`config.mk`:
```
export PLATFORM = sky130hd
export DESIGN_NAME = parity_word_rx
export DESIGN_NICKNAME = d
export VERILOG_FILES = /design/src/rtl/parity_pkg.sv /design/src/rtl/parity_word_rx.sv
export SDC_FILE = /design/constraint.sdc
export NUM_CORES = 1
export LEC_CHECK = 0
export CAP_MARGIN = 20
export CORE_ASPECT_RATIO = 2
export CORE_UTILIZATION = 40
export CTS_CLUSTER_DIAMETER = 30
export DETAILED_ROUTE_END_ITERATION = 8
export PLACE_DENSITY = 0.68
export SYNTH_ARGS = -nofsm -noshare
export SYNTH_HDL_FRONTEND = slang
export SYNTH_SLANG_ARGS = --single-unit
```
`constraint.sdc`:
```
create_clock -name clock -period 3.6 [get_ports clock]
set_clock_uncertainty 0.2 [all_clocks]
set_input_delay 0.72 -clock clock [delete_from_list [all_inputs] [get_ports clock]]
set_output_delay 0.72 -clock clock [all_outputs]
set_load 0.02 [all_outputs]
```
`src/rtl/parity_pkg.sv`:
```
// Shared definitions for the parity word receiver and its matching generator:
// state encoding, byte width and the parity calculation both ends must agree on.
package parity_pkg;

   localparam int BYTE_W = 8;
   localparam int MAX_WORD_W = 512;
   localparam logic [7:0] ERR_MAX = 8'hFF;

   typedef enum logic {
      COLLECT = 1'b0,
      HOLD    = 1'b1
   } rx_state_e;

   // Zero padding a narrower word up to MAX_WORD_W leaves the XOR unchanged.
   function automatic logic calcParity(input logic [MAX_WORD_W-1:0] data,
                                       input logic oddParity);
      return (^data) ^ oddParity;
   endfunction

endpackage

```
`src/rtl/parity_word_rx.sv`:
```
// Assembles NUM_BYTES little-endian byte beats into one word, checks its parity
// bit on the last beat and holds the result until downstream takes it.
module parity_word_rx
   import parity_pkg::*;
#(
   parameter int NUM_BYTES  = 8,
   parameter int ODD_PARITY = 0
) (
   input  logic                        clock,
   input  logic                        reset,
   input  logic [BYTE_W-1:0]           byte_in,
   input  logic                        parity_in,
   input  logic                        byte_valid,
   output logic                        byte_ready,
   output logic [BYTE_W*NUM_BYTES-1:0] word_data,
   output logic                        parity_err,
   output logic                        word_valid,
   input  logic                        word_ready,
   output logic [7:0]                  err_count
);

   localparam int WORD_W = BYTE_W * NUM_BYTES;
   localparam int IDX_W = (NUM_BYTES > 1) ? $clog2(NUM_BYTES) : 1;
   localparam logic [IDX_W-1:0] LAST_IDX = IDX_W'(NUM_BYTES - 1);
   localparam logic ODD_SEL = (ODD_PARITY != 0);

   rx_state_e         state_q, state_d;
   logic [IDX_W-1:0]  idx_q, idx_d;
   logic [WORD_W-1:0] word_q, word_d;
   logic              perr_q, perr_d;
   logic [7:0]        errCnt_q, errCnt_d;
   logic              beatAccept;
   logic              wordAccept;

   // The parity check sees the word including the byte arriving on this beat.
   always_comb begin
      state_d    = state_q;
      idx_d      = idx_q;
      word_d     = word_q;
      perr_d     = perr_q;
      errCnt_d   = errCnt_q;
      beatAccept = (state_q == COLLECT) && byte_valid;
      wordAccept = (state_q == HOLD) && word_ready;

      if (beatAccept) begin
         word_d[idx_q*BYTE_W +: BYTE_W] = byte_in;
         if (idx_q == LAST_IDX) begin
            idx_d   = '0;
            perr_d  = calcParity(MAX_WORD_W'(word_d), ODD_SEL) != parity_in;
            state_d = HOLD;
         end else begin
            idx_d = idx_q + IDX_W'(1);
         end
      end

      if (wordAccept) begin
         state_d = COLLECT;
         if (perr_q && (errCnt_q != ERR_MAX)) begin
            errCnt_d = errCnt_q + 8'd1;
         end
      end
   end

   always_ff @(posedge clock) begin
      if (reset) begin
         state_q  <= COLLECT;
         idx_q    <= '0;
         word_q   <= '0;
         perr_q   <= 1'b0;
         errCnt_q <= '0;
      end else begin
         state_q  <= state_d;
         idx_q    <= idx_d;
         word_q   <= word_d;
         perr_q   <= perr_d;
         errCnt_q <= errCnt_d;
      end
   end

   assign byte_ready = (state_q == COLLECT);
   assign word_valid = (state_q == HOLD);
   assign word_data  = word_q;
   assign parity_err = perr_q;
   assign err_count  = errCnt_q;

endmodule

```
==> metrics.txt, run 1 <==
status completed; largest net degree at the start of global routing 78; Final setup viols 0; Logic pwr share 17.4%; ratio of cells with drive above 1 in the final layout 10.2%; post-synthesis cell type count 39; Hold Path Stages 2; fin crit share 95.1%; GRT Total Usage 22.5%; FP Rows 52; final net count 621; average routed wire per standard cell 15.8 µm; Arr. time, crit path 3470 ps; wire length of the first global-routing pass 18400 µm; Power Internal 0.00152 W; number of global-route vias before repair 3699; Final Hold Fails 0; IO Port Bufs 87; Worst EP required 3650 ps; Syn Nets 523; sequential-to-total area share from yosys stat 36.6%; initial antenna violation count 0; final cell count without fillers 742; sw frac 27.3%; Antenna diodes 0; Least-Margin Pin Slew 809 ps; YS warnings 0; GPL Wtd Cong 0.934; Num CTS Buffers 9; Clock Tree Root clkbuf_16; max_cap viols 0; worst-case headroom to the max-slew limit 46.1%; Final min period 3420 ps; Die Ht 147 µm; Syn Std Cell Area 0.00421 mm²; Vias per Instance 5.11; # H-tree levels 3; largest family of logic cells by synthesized area XOR/XNOR gates; final instance area 0.00568 mm²; DP Area 0.00534 mm²; asr flop ratio synth 0%; Post-Synth XOR/XNOR Area 22.2%; Worst-path clk slew 60 ps; storage element area 0.00154 mm²; grt total ovfl 0; Hold Path Class flip-flop to flip-flop; Vias 3790; Die ar. 0.0110 mm²; Synth Instances 504; CTS Sinks 77; RSZ-0062 raised after global routing no; Yosys reg bits 77; routed wire length 11700 µm; number of flops mapped to enable cells by yosys 0; multi-input logic area 0.00254 mm²; IO Pins 88; Synth Area in Compound Gates 11.1%; Layout area overhead 34.8%; sw power 0.000572 W; power share of the clock group 41.1%; Post-synth top flop dfxtp_1; register share of total power 41.5%; dpl hpwl 8620 µm; Leakage 2.06 nW; clock buffer depth 2; number of iterations in the first detailed-routing pass 4; core area 0.0101 mm²; worst-path fanout max 7; Avg Cell Area, Syn 8.36 µm²; crit start category flip-flop; fmax 292 MHz; Peak VDD IR 349 µV; Clock Latency Late Sink 340 ps; mux share of post-synthesis cell area 4.51%; critical path class flip-flop to flip-flop; hold_buf cts 0; Die X 74.6 µm; Max Transition Viols Final 0; Worst Setup End Kind flip-flop; Post-Synth Simple-Gate Area 19.9%; Hold WS 279 ps; post-synthesis adder-cell area fraction 1.78%; DRT iter0 DRCs 156; remaining antenna violation count after routing 0; worst r2r path cells 12; Filler cells 999; placed instance count 724; starting density of the core 41.5%; Pwr Density 369 mW/mm²; TritonCTS clock tree built; DRC viols 0
## worst paths after layout
kind	startpoint	end	slack [ps]
max	idx_q[1]	parity_err	180
min	word_data[16]	word_data[16]	280
max reg2reg	idx_q[1]	parity_err	180
min reg2reg	word_data[16]	word_data[16]	280
## layout by cell type, fill, tap and decap left out, types with 2 or more instances in the layout
cell type	instances
clkinv_4	2
xor2_1	23
and3_1	3
nor2b_1	3
or3_1	2
xnor3_1	6
nand3_1	42
a21oi_1	70
clkdlybuf4s50_1	86
nand2_1	47
a22oi_1	2
dfxtp_1	77
nand4_1	5
inv_6	2
xnor2_1	60
buf_4	35
nor3_1	4
nor2_1	63
xnor2_2	2
o21ai_0	11
clkbuf_16	9
mux2i_1	18
nand3b_1	5
inv_1	4
ha_1	5
## per-layer routing
metal	GRT usage [%]	vias up	part of all wire, %
met5	0	-	0
met4	10.3	0	2.5
met3	3.77	19	2.9
met2	41.8	75	57
met1	23.4	1798	38
li1	-	1898	-
## through the flow
| stage | worst slack, ps | util (%) | TNS [ps] | power [W] |
|---|---|---|---|---|
| 2_1_floorplan | 247 | - | 0 | 0.00113 |
| 3_3_place_gp | -28.7 | 52.7 | -28.7 | 0.00124 |
| 3_5_place_dp | -149 | 52.7 | -149 | 0.00124 |
| 4_1_cts | 2.26 | 55.5 | 0 | 0.00210 |
| 5_1_grt | 1.35 | 56.0 | 0 | 0.00216 |
| 6_report | 175 | 56.0 | 0 | 0.00209 |
## final cells by class
type | instances | share of cell area, %
inverter | 4 | 0.264
tap | 135 | 2.97
multi-input combinational | 388 | 44.7
timing repair buffer | 122 | 19.9
sequential | 77 | 27.1
clock inverter | 7 | 1.04
clock buffer | 9 | 3.97
## flip-flops by register name, indices dropped and copies added (netlist names)
name        count
idx_q           3
parity_err      1
word_valid      1
err_count       8
word_data      64
## cells in the mapped netlist (3+ instances only)
library cell | count | share of area (%)
dfxtp_1 | 77 | 37
a21oi_1 | 70 | 8.3
nor2_1 | 63 | 5.6
xnor2_1 | 60 | 12
nand2_1 | 47 | 4.2
nand3_1 | 42 | 5.0
clkbuf_1 | 24 | 2.1
xor2_1 | 23 | 4.8
mux2i_1 | 19 | 4.5
o21ai_0 | 11 | 1.3
ha_1 | 6 | 1.8
xnor3_1 | 6 | 3.2
buf_2 | 5 | 0.59
nand3b_1 | 5 | 0.89
nand4_1 | 5 | 0.74
buf_4 | 4 | 0.71
inv_1 | 4 | 0.36
nor3_1 | 4 | 0.48
and3_1 | 3 | 0.45
nor2b_1 | 3 | 0.45
## repair_timing
action / CTS / global route
pin swaps: 0 / 1
setup buffers: 0 / 2
resized for setup: 2 / 4
setup endpoints to repair: 1 / 1
## worst max-delay path: stages, from the launching register on
cell and delay [ps]:
dfxtp_1 380, inv_1 90, ha_1 230, ha_4 330, nor4bb_4 300, buf_4 200
mux2i_1 210, xor2_1 200, xnor2_1 170, xnor2_1 180, xnor2_1 150, xnor3_1 420
a311oi_1 250
## cell families (layout without fill, tap and decap cells)
group | count (synthesis) | in the layout
flip-flops | 77 | 77
buffers and inverters | 39 | 142
AND/OR/NAND/NOR | 182 | 182
adder cells (fa/ha/maj) | 6 | 6
AO/OA/AOI/OAI | 88 | 88
XOR/XNOR | 93 | 93
multiplexers | 19 | 19
## power groups by stage
stage,clock (W),combinational (W),sequential (W)
2_1_floorplan,0,0.000236,0.000895
3_3_place_gp,0,0.000347,0.000888
3_5_place_dp,0,0.000354,0.000888
4_1_cts,0.000870,0.000358,0.000869
5_1_grt,0.000908,0.000387,0.000870
6_report,0.000860,0.000364,0.000869
Note: power is estimated with default switching activity, not from simulation.
==> run 2, diff against run 1 <==
--- a/config.mk
+++ b/config.mk
@@ -10,7 +10,7 @@
 export CORE_UTILIZATION = 40
 export CTS_CLUSTER_DIAMETER = 30
 export DETAILED_ROUTE_END_ITERATION = 8
-export PLACE_DENSITY = 0.68
+export PLACE_DENSITY_LB_ADDON = 0.3
 export SYNTH_ARGS = -nofsm -noshare
 export SYNTH_HDL_FRONTEND = slang
 export SYNTH_SLANG_ARGS = --single-unit
==> metrics.txt, run 2 (synthesized netlist as in run 1, its figures left out) <==
status completed; max_cap viols 0 (unchanged); Peak VDD IR 254 µV (-27%); TritonCTS clock tree built; CP most frequent cell xnor3_1; Hold WS 280 ps (+1.02 ps); Clock Tree Root clkbuf_16; final instance area 0.00575 mm² (+1.3%); routed wire length 12200 µm (+4.3%); GPL Wtd Cong 0.876 (-6.2%); Num CTS Buffers 9 (unchanged); Filler cells 951 (-4.8%); commonest cells after routing, fill and taps aside clkdlybuf4s50_1 (84), dfxtp_1 (76), a21oi_1 (70), nor2_1 (63), xnor2_1 (59); # H-tree levels 3 (unchanged); DP Area 0.00534 mm² (-0.14%); worst-path fanout max 11 (+4); CTS Sinks 77 (unchanged); RSZ-0062 raised after global routing no; Die ar. 0.0110 mm² (unchanged); Final Hold Fails 0 (unchanged); Die X 74.6 µm (unchanged); dpl hpwl 8930 µm (+3.6%); Die Ht 147 µm (unchanged); most common cell after layout, fill and taps aside clkdlybuf4s50_1; fmax 286 MHz (-2.2%); DRC viols 0 (unchanged); Vias 3799 (+0.24%); Crit path buffers/inverters 2 (unchanged); Critical Path Max Stage Delay 530 ps (+110 ps); Worst-path clk slew 60 ps (about the same); clock buffer depth 2 (unchanged); Arr. time, crit path 3550 ps (+80 ps); initial antenna violation count 0 (unchanged); GRT Total Usage 23.0% (+0.49 points); critical path class input port to flip-flop; Antenna diodes 0 (unchanged); Pwr Density 386 mW/mm² (+4.8%); number of iterations in the first detailed-routing pass 4 (unchanged); critical-path cell list clkdlybuf4s50_1 > buf_4 > xor2_1 > xnor2_1 > a21oi_1 > xnor3_1 > xnor3_1 > xnor3_1 > a311oi_2; IO Pins 88 (unchanged); grt total ovfl 0 (unchanged); Least-Margin Pin Slew 661 ps (-147 ps); Leakage 2.12 nW (+2.8%); IO Port Bufs 87 (unchanged); fin crit share 97.3% (+2.1 points); crit start category input port; Final min period 3500 ps (+76.5 ps); Final setup viols 0 (unchanged); final net count 625 (+0.64%); average routed wire per standard cell 16.4 µm (+3.8%); Clock Latency Late Sink 350 ps (about the same); setup TNS 0 ps (unchanged); storage element area 0.00154 mm² (about the same); worst-case headroom to the max-slew limit 55.8% (+9.7 points); Crit-path slowest cell clkdlybuf4s50_1; wire length of the first global-routing pass 18700 µm (+1.4%); placed instance count 723 (-0.14%); Worst Setup End Kind flip-flop; ratio of cells with drive above 1 in the final layout 11.0% (+0.75 points); core area 0.0101 mm² (unchanged); Max Transition Viols Final 0 (unchanged); CP top delay family XOR/XNOR gates; starting density of the core 41.5% (unchanged); Worst EP required 3650 ps (about the same); Vias per Instance 5.09 (-0.30%); Largest register FFs 64 (unchanged); final cell count without fillers 746 (+0.54%); DRT iter0 DRCs 151 (-3.2%); number of global-route vias before repair 3615 (-2.3%); largest net degree at the start of global routing 51 (-35%); FP Rows 52 (unchanged); remaining antenna violation count after routing 0 (unchanged); Hold Path Class flip-flop to flip-flop; multi-input logic area 0.00255 mm² (+0.20%); Layout area overhead 36.5%
[run 2: layout make-up]
class	count	area share, %
clock inverters	5	1.48
inverters	4	0.261
flip-flops and latches	77	26.8
repair buffers	126	20.2
well taps	135	2.94
clock buffers	11	4.04
multi-input cells	388	44.2
[run 2: worst paths after layout]
path         slack (ps)  cells after the start            end           from
min                 280                      2  word_data[48]  word_data[48]
max reg2reg         130                     11     parity_err       idx_q[0]
min reg2reg         280                      2  word_data[48]  word_data[48]
max                 100                      9     parity_err     byte_in[2]
[run 2: what timing repair did]
action | CTS | global route
hold endpoints to repair | 0 | 0
buffers inserted | 0 | 7
resized for setup | 0 | 10
setup endpoints to repair | 0 | 1
hold buffers | 0 | 0
[run 2: where the power goes]
| group | internal, W | switching [W] | leakage [nW] |
|---|---|---|---|
| Sequential | 0.000861 | 0.00000796 | 0.621 |
| Clock | 0.000610 | 0.000362 | 0.150 |
| Combinational | 0.000195 | 0.000187 | 1.35 |
[run 2: metal layers]
metal  wire length [µm]  global-route usage (%)  vias up
met3                343                    3.57       17
met2               6900                    42.5       84
met4                352                    8.49        0
met5                  0                       0        -
met1               4640                    25.2     1799
li1                   -                       -     1899
[run 2: worst min-delay path: cells and delay by family, from the launching register on]
family	cells	cell delay, ps
DFF	1	320
AOI/OAI and AO/OA	1	50
and+or+nand+nor	1	60
[run 2: stage by stage]
step                setup slack [ps]  power (W)  util, %
CTS                             8.70    0.00221     55.7
floorplan                        247    0.00113        -
global route                    16.8    0.00229     56.7
finish                          98.6    0.00222     56.7
detailed placement              -181    0.00125     52.6
global placement               -46.3    0.00124     52.6
